### src/rtl/serial_frame_deser_pkg.sv
// Shared types for the serial frame deserializer.
package serial_frame_deser_pkg;
  typedef enum logic {HUNT = 1'b0, DATA = 1'b1} fsm_state_t;
endpackage

### src/rtl/serial_frame_deser_out_hold.sv
// Single-entry valid/ready holding register; completed words arriving while
// the entry is occupied and not draining are dropped and flagged.
module out_hold_reg #(
  parameter int DATA_W = 8
) (
  input  logic              clk,
  input  logic              rst_n,
  input  logic              load,
  input  logic [DATA_W-1:0] load_data,
  input  logic              load_last,
  input  logic              out_ready,
  output logic [DATA_W-1:0] out_data,
  output logic              out_valid,
  output logic              out_last,
  output logic              overflow
);
  logic drain;
  logic accept;

  assign drain  = out_valid && out_ready;
  assign accept = load && (!out_valid || out_ready);

  always_ff @(posedge clk or negedge rst_n) begin
    if (!rst_n) begin
      out_data  <= '0;
      out_valid <= 1'b0;
      out_last  <= 1'b0;
      overflow  <= 1'b0;
    end else begin
      overflow <= load && !accept;
      if (accept) begin
        out_data  <= load_data;
        out_last  <= load_last;
        out_valid <= 1'b1;
      end else if (drain) begin
        out_valid <= 1'b0;
      end
    end
  end
endmodule

### src/rtl/serial_frame_deser.sv
// Serial receive stage: hunts for a sync pattern, then assembles FRAME_WORDS
// MSB-first words per frame into a valid/ready holding register.
module serial_frame_deser
  import serial_frame_deser_pkg::*;
#(
  parameter int                WIDTH       = 8,
  parameter int                SYNC_W      = 8,
  parameter logic [SYNC_W-1:0] SYNC_PAT    = 8'hA5,
  parameter int                FRAME_WORDS = 4
) (
  input  logic             clk,
  input  logic             rst_n,
  input  logic             din,
  input  logic             din_en,
  output logic [WIDTH-1:0] out_data,
  output logic             out_valid,
  input  logic             out_ready,
  output logic             out_last,
  output logic             locked,
  output logic             overflow
);
  localparam int BC_W = ($clog2(WIDTH) > 0) ? $clog2(WIDTH) : 1;
  localparam int WC_W = ($clog2(FRAME_WORDS) > 0) ? $clog2(FRAME_WORDS) : 1;
  localparam logic [BC_W-1:0] BIT_LAST  = BC_W'(WIDTH - 1);
  localparam logic [WC_W-1:0] WORD_LAST = WC_W'(FRAME_WORDS - 1);

  fsm_state_t        state;
  // Only the newest SYNC_W-1 history bits are ever compared, so the oldest is not stored.
  logic [SYNC_W-2:0] hist;
  logic [WIDTH-2:0]  shreg;
  logic [BC_W-1:0]   bit_cnt;
  logic [WC_W-1:0]   word_cnt;
  logic [SYNC_W-1:0] sync_win;
  logic [WIDTH-1:0]  word_val;
  logic              word_done;
  logic              word_last;

  assign sync_win  = {hist, din};
  assign word_val  = {shreg, din};
  assign word_last = (word_cnt == WORD_LAST);
  assign word_done = din_en && (state == DATA) && (bit_cnt == BIT_LAST);
  assign locked    = (state == DATA);

  always_ff @(posedge clk or negedge rst_n) begin
    if (!rst_n) begin
      state    <= HUNT;
      hist     <= '0;
      bit_cnt  <= '0;
      word_cnt <= '0;
    end else if (din_en) begin
      case (state)
        HUNT: begin
          hist <= sync_win[SYNC_W-2:0];
          if (sync_win == SYNC_PAT) begin
            state    <= DATA;
            bit_cnt  <= '0;
            word_cnt <= '0;
          end
        end
        DATA: begin
          if (bit_cnt == BIT_LAST) begin
            bit_cnt <= '0;
            if (word_last) begin
              // Clearing history keeps stale frame bits out of the next sync match.
              state    <= HUNT;
              word_cnt <= '0;
              hist     <= '0;
            end else begin
              word_cnt <= word_cnt + WC_W'(1);
            end
          end else begin
            bit_cnt <= bit_cnt + BC_W'(1);
          end
        end
        default: state <= HUNT;
      endcase
    end
  end

  always_ff @(posedge clk) begin
    if (din_en && (state == DATA)) shreg <= word_val[WIDTH-2:0];
  end

  out_hold_reg #(.DATA_W(WIDTH)) u_hold (
    .clk       (clk),
    .rst_n     (rst_n),
    .load      (word_done),
    .load_data (word_val),
    .load_last (word_last),
    .out_ready (out_ready),
    .out_data  (out_data),
    .out_valid (out_valid),
    .out_last  (out_last),
    .overflow  (overflow)
  );
endmodule

### config.mk
export PLATFORM = sky130hd
export DESIGN_NAME = serial_frame_deser
export DESIGN_NICKNAME = d
export VERILOG_FILES = /design/src/rtl/serial_frame_deser_pkg.sv /design/src/rtl/serial_frame_deser_out_hold.sv /design/src/rtl/serial_frame_deser.sv
export SDC_FILE = /design/constraint.sdc
export NUM_CORES = 1
export LEC_CHECK = 0
export ABC_CLOCK_PERIOD_IN_PS = 3300
export BUFFER_PORTS_ARGS = -buffer_cell sky130_fd_sc_hd__buf_2
export CAP_MARGIN = 15
export CORE_MARGIN = 1.5
export CORE_UTILIZATION = 50
export CTS_CLUSTER_DIAMETER = 50
export DETAILED_ROUTE_END_ITERATION = 8
export PLACE_DENSITY_LB_ADDON = 0.08
export SLEW_MARGIN = 25
export SYNTH_ARGS = -nofsm -noshare
export SYNTH_HDL_FRONTEND = slang
export SYNTH_SLANG_ARGS = --single-unit
### constraint.sdc
create_clock -name clk -period 3.3 [get_ports clk]
set_input_delay 0.33 -clock clk [delete_from_list [all_inputs] [get_ports clk]]
set_output_delay 0.33 -clock clk [all_outputs]
set_load 0.03 [all_outputs]
==> metrics.csv <==
stage,metric,value,unit
detailed_routing,initial DRC count,10,
sta,final hold slack,0.242,ns
layout,nets,114,
global_route,Total Routing Usage GR,0.175,
critical_path,Crit Path Max Fanout,9,
clock_tree,CTS root buf,clkbuf_4,
critical_path,WS Path Type,reg -> reg,
min_path,Hold Path End,shreg[0],
critical_path,r2r setup slk,1.18,ns
layout,layout cells sized above 1,0.336,
critical_path,CP Launch Type,flop,
layout,number of diodes,0,
detailed_routing,first drt pass iteration count,2,
clock_tree,H-tree level count,2,
global_route,gr ovfl total,0,
critical_path,CP max stage cell,nor2b_1,
critical_path,Crit path top cell by count,ha_1,
yosys,Mapped Area,1260,um^2
yosys,Synth top area share,0.477,
floorplan,Die Wd,53.2,um
min_path,min-delay src,din,
clock_tree,CTS tree,yes,
yosys,Synth async-reset ratio,0.774,
yosys,"Net Count, Synth",94,
yosys,Synth cell types,29,
detailed_routing,ANT nets after route,0,
detailed_routing,DRC errors left,0,
clock_tree,# clock sinks,31,
critical_path,R2R Path Start,bit_cnt[0],
floorplan,Initial Util,0.548,
sta,final hold viol count,0,
sta,Rel. slew slack,0.478,
placed_design,Placer Congestion,0.725,
critical_path,CP max stage delay,0.64,ns
yosys,syn_area_per_cell,14.6,um^2
sta,# setup viols final,0,
power,maximum VDD drop,0.345,mV
critical_path,Required @ worst endpoint,3.49,ns
floorplan,core area,2300,um^2
global_route,vias in the first global route,717,
yosys,number of synthesized flops with an enable pin,7,
sta,Worst Skew,0.00938,ns
run,Max-Cap Viols,0,
global_route,first-pass GRT wire length,3290,um
critical_path,"delay-heaviest family, CP",simple AND/OR/NAND/NOR gates,
floorplan,Placement Rows,17,
floorplan,Die Ht,53.2,um
floorplan,IO Pins,17,
sta,Fin Setup TNS,0,ns
min_path,Hold Path Stages,1,
placed_design,post-DP HPWL,1400,um
critical_path,RR Endpoint,u_hold.out_data[0],
sta,actual slew at the worst max-slew pin,0.782,ns
floorplan,Die Area,2830,um^2
clock_tree,worst skew pair latency,0.31,ns
power,pwr dens,490,nW/um^2
critical_path,crit path cell chain,ha_1 > ha_1 > nand3_1 > nor2b_1 > mux2_2,
layout,"most common cell after layout, fill and taps aside",dfrtp_1,
critical_path,R2R cell count,5,
yosys,Synth area leader,dfrtp_1,
yosys,dominant synthesized flop cell,dfrtp_1,
sta,RSZ-0062 raised after global routing,false,
yosys,synth warn,0,
global_route,pin count of the biggest net entering global routing,25,
clock_tree,clock transition at the registers of the reported paths,0.09,ns
critical_path,crit path DAT,2.31,ns
detailed_routing,routed vias/inst,5.52,
clock_tree,Post-CTS Setup Bufs,0,
sta,FMAX,473,MHz
status,status,completed,
critical_path,worst path bufs/invs,0,
clock_tree,Clock Tree Buf Depth,2,
clock_tree,TritonCTS buffer count,5,
sta,max-slew violations,0,
yosys,synth top area cells,"dfrtp_1, edfxtp_1, mux2_2",
placed_design,IO buf count,16,
clock_tree,CTS-repair resized insts,0,
critical_path,Critical Path Sink Type,flop,
yosys,sequential element share of the synthesized area,0.644,
layout,most frequent cells in the layout,"dfrtp_1, buf_2, mux2_2",
detailed_routing,via count,745,
layout,post-route non-filler standard cell count,135,
sta,crit share post-route,0.641,
placed_design,Inst Count DP,126,
layout,layout overhead on the synthesized area,11.6,%
power,Leakage,0.000721,uW
detailed_routing,final WL,1980,um
detailed_routing,drt wl/cell,14.7,um
yosys,Synth Instances,86,
global_route,initial antenna violation count,0,
yosys,post-synthesis register bit count,31,
min_path,type of the tightest min-delay check,in -> reg,
sta,Tmin final,2.12,ns
==> cells in the mapped netlist, drive strengths merged (2+ instances only) <==
| cell | instances |
|---|---|
| nand2 | 3 |
| clkbuf | 2 |
| edfxtp | 7 |
| ha | 3 |
| dfrtp | 24 |
| nand3 | 3 |
| inv | 3 |
| buf | 2 |
| o21ai | 3 |
| nor2b | 2 |
| mux2 | 9 |
| a22o | 7 |
| a31o | 3 |
| and3 | 2 |
| nand2b | 2 |
==> worst max-delay path by stage <==
stage | startpoint | to | slack [ns] | cells past startpoint
finish | bit_cnt[0] | u_hold.out_data[0] | 1.18 | 5
global route | bit_cnt[0] | u_hold.out_data[0] | 1.01 | 5
CTS | bit_cnt[0] | u_hold.out_data[0] | 1.13 | 5
detailed placement | bit_cnt[0] | u_hold.out_data[7] | 1.15 | 5
global placement | bit_cnt[0] | u_hold.out_data[3] | 1.22 | 5
floorplan | bit_cnt[0] | u_hold.out_data[0] | 1.72 | 6
==> repair_timing <==
action | 4_1_cts | 5_1_grt
setup endpoints to repair | 0 | 0
hold buffers | 1 | 0
hold endpoints to repair | 1 | 0
==> routing by layer <==
| metal | wire [um] | vias to the layer above | GRT usage |
|---|---|---|---|
| li1 | - | 355 | - |
| met1 | 947 | 363 | 0.227 |
| met2 | 882 | 20 | 0.244 |
| met3 | 101 | 7 | 0.0706 |
| met4 | 48 | 0 | 0.103 |
| met5 | 0 | - | 0 |
==> through the flow <==
step	util	area (um^2)	total power [uW]	setup WS, ns
3_5_place_dp	0.586	1350	500	1.15
3_3_place_gp	0.586	1350	497	1.22
6_report	0.612	1410	688	1.18
5_1_grt	0.612	1410	729	1.01
2_1_floorplan	-	1260	481	1.72
4_1_cts	0.612	1410	696	1.13
==> state kept, by name, indices dropped and copies added, names as in the netlist, 2 cells and up <==
register         flops
u_hold.out_data      8
hist                 7
shreg                7
bit_cnt              3
word_cnt             2
==> kinds of logic (layout without fill, tap and decap cells) <==
logic type	after synthesis	after routing	share of synthesized area
adder cells (fa/ha/maj)	3	3	0.0298
flip-flops	31	31	0.644
AO/OA/AOI/OAI	16	16	0.101
buffers and inverters	7	28	0.0308
AND/OR/NAND/NOR	20	20	0.113
multiplexers	9	9	0.0805
==> final cells by class <==
class | count | area, um^2
clock buffers | 8 | 48.8
inverters | 3 | 11.3
flip-flops and latches | 31 | 811
well taps | 28 | 35.0
repair buffers | 17 | 90.1
fillers | 196 | 892
multi-input cells | 48 | 409
==> power by group <==
group	internal, uW	leakage (uW)	switching, uW
Combinational	29.3	0.000311	27.9
Sequential	415	0.000384	20.0
Clock	84.8	0.0000265	111
(Power assumes the default switching activity.)
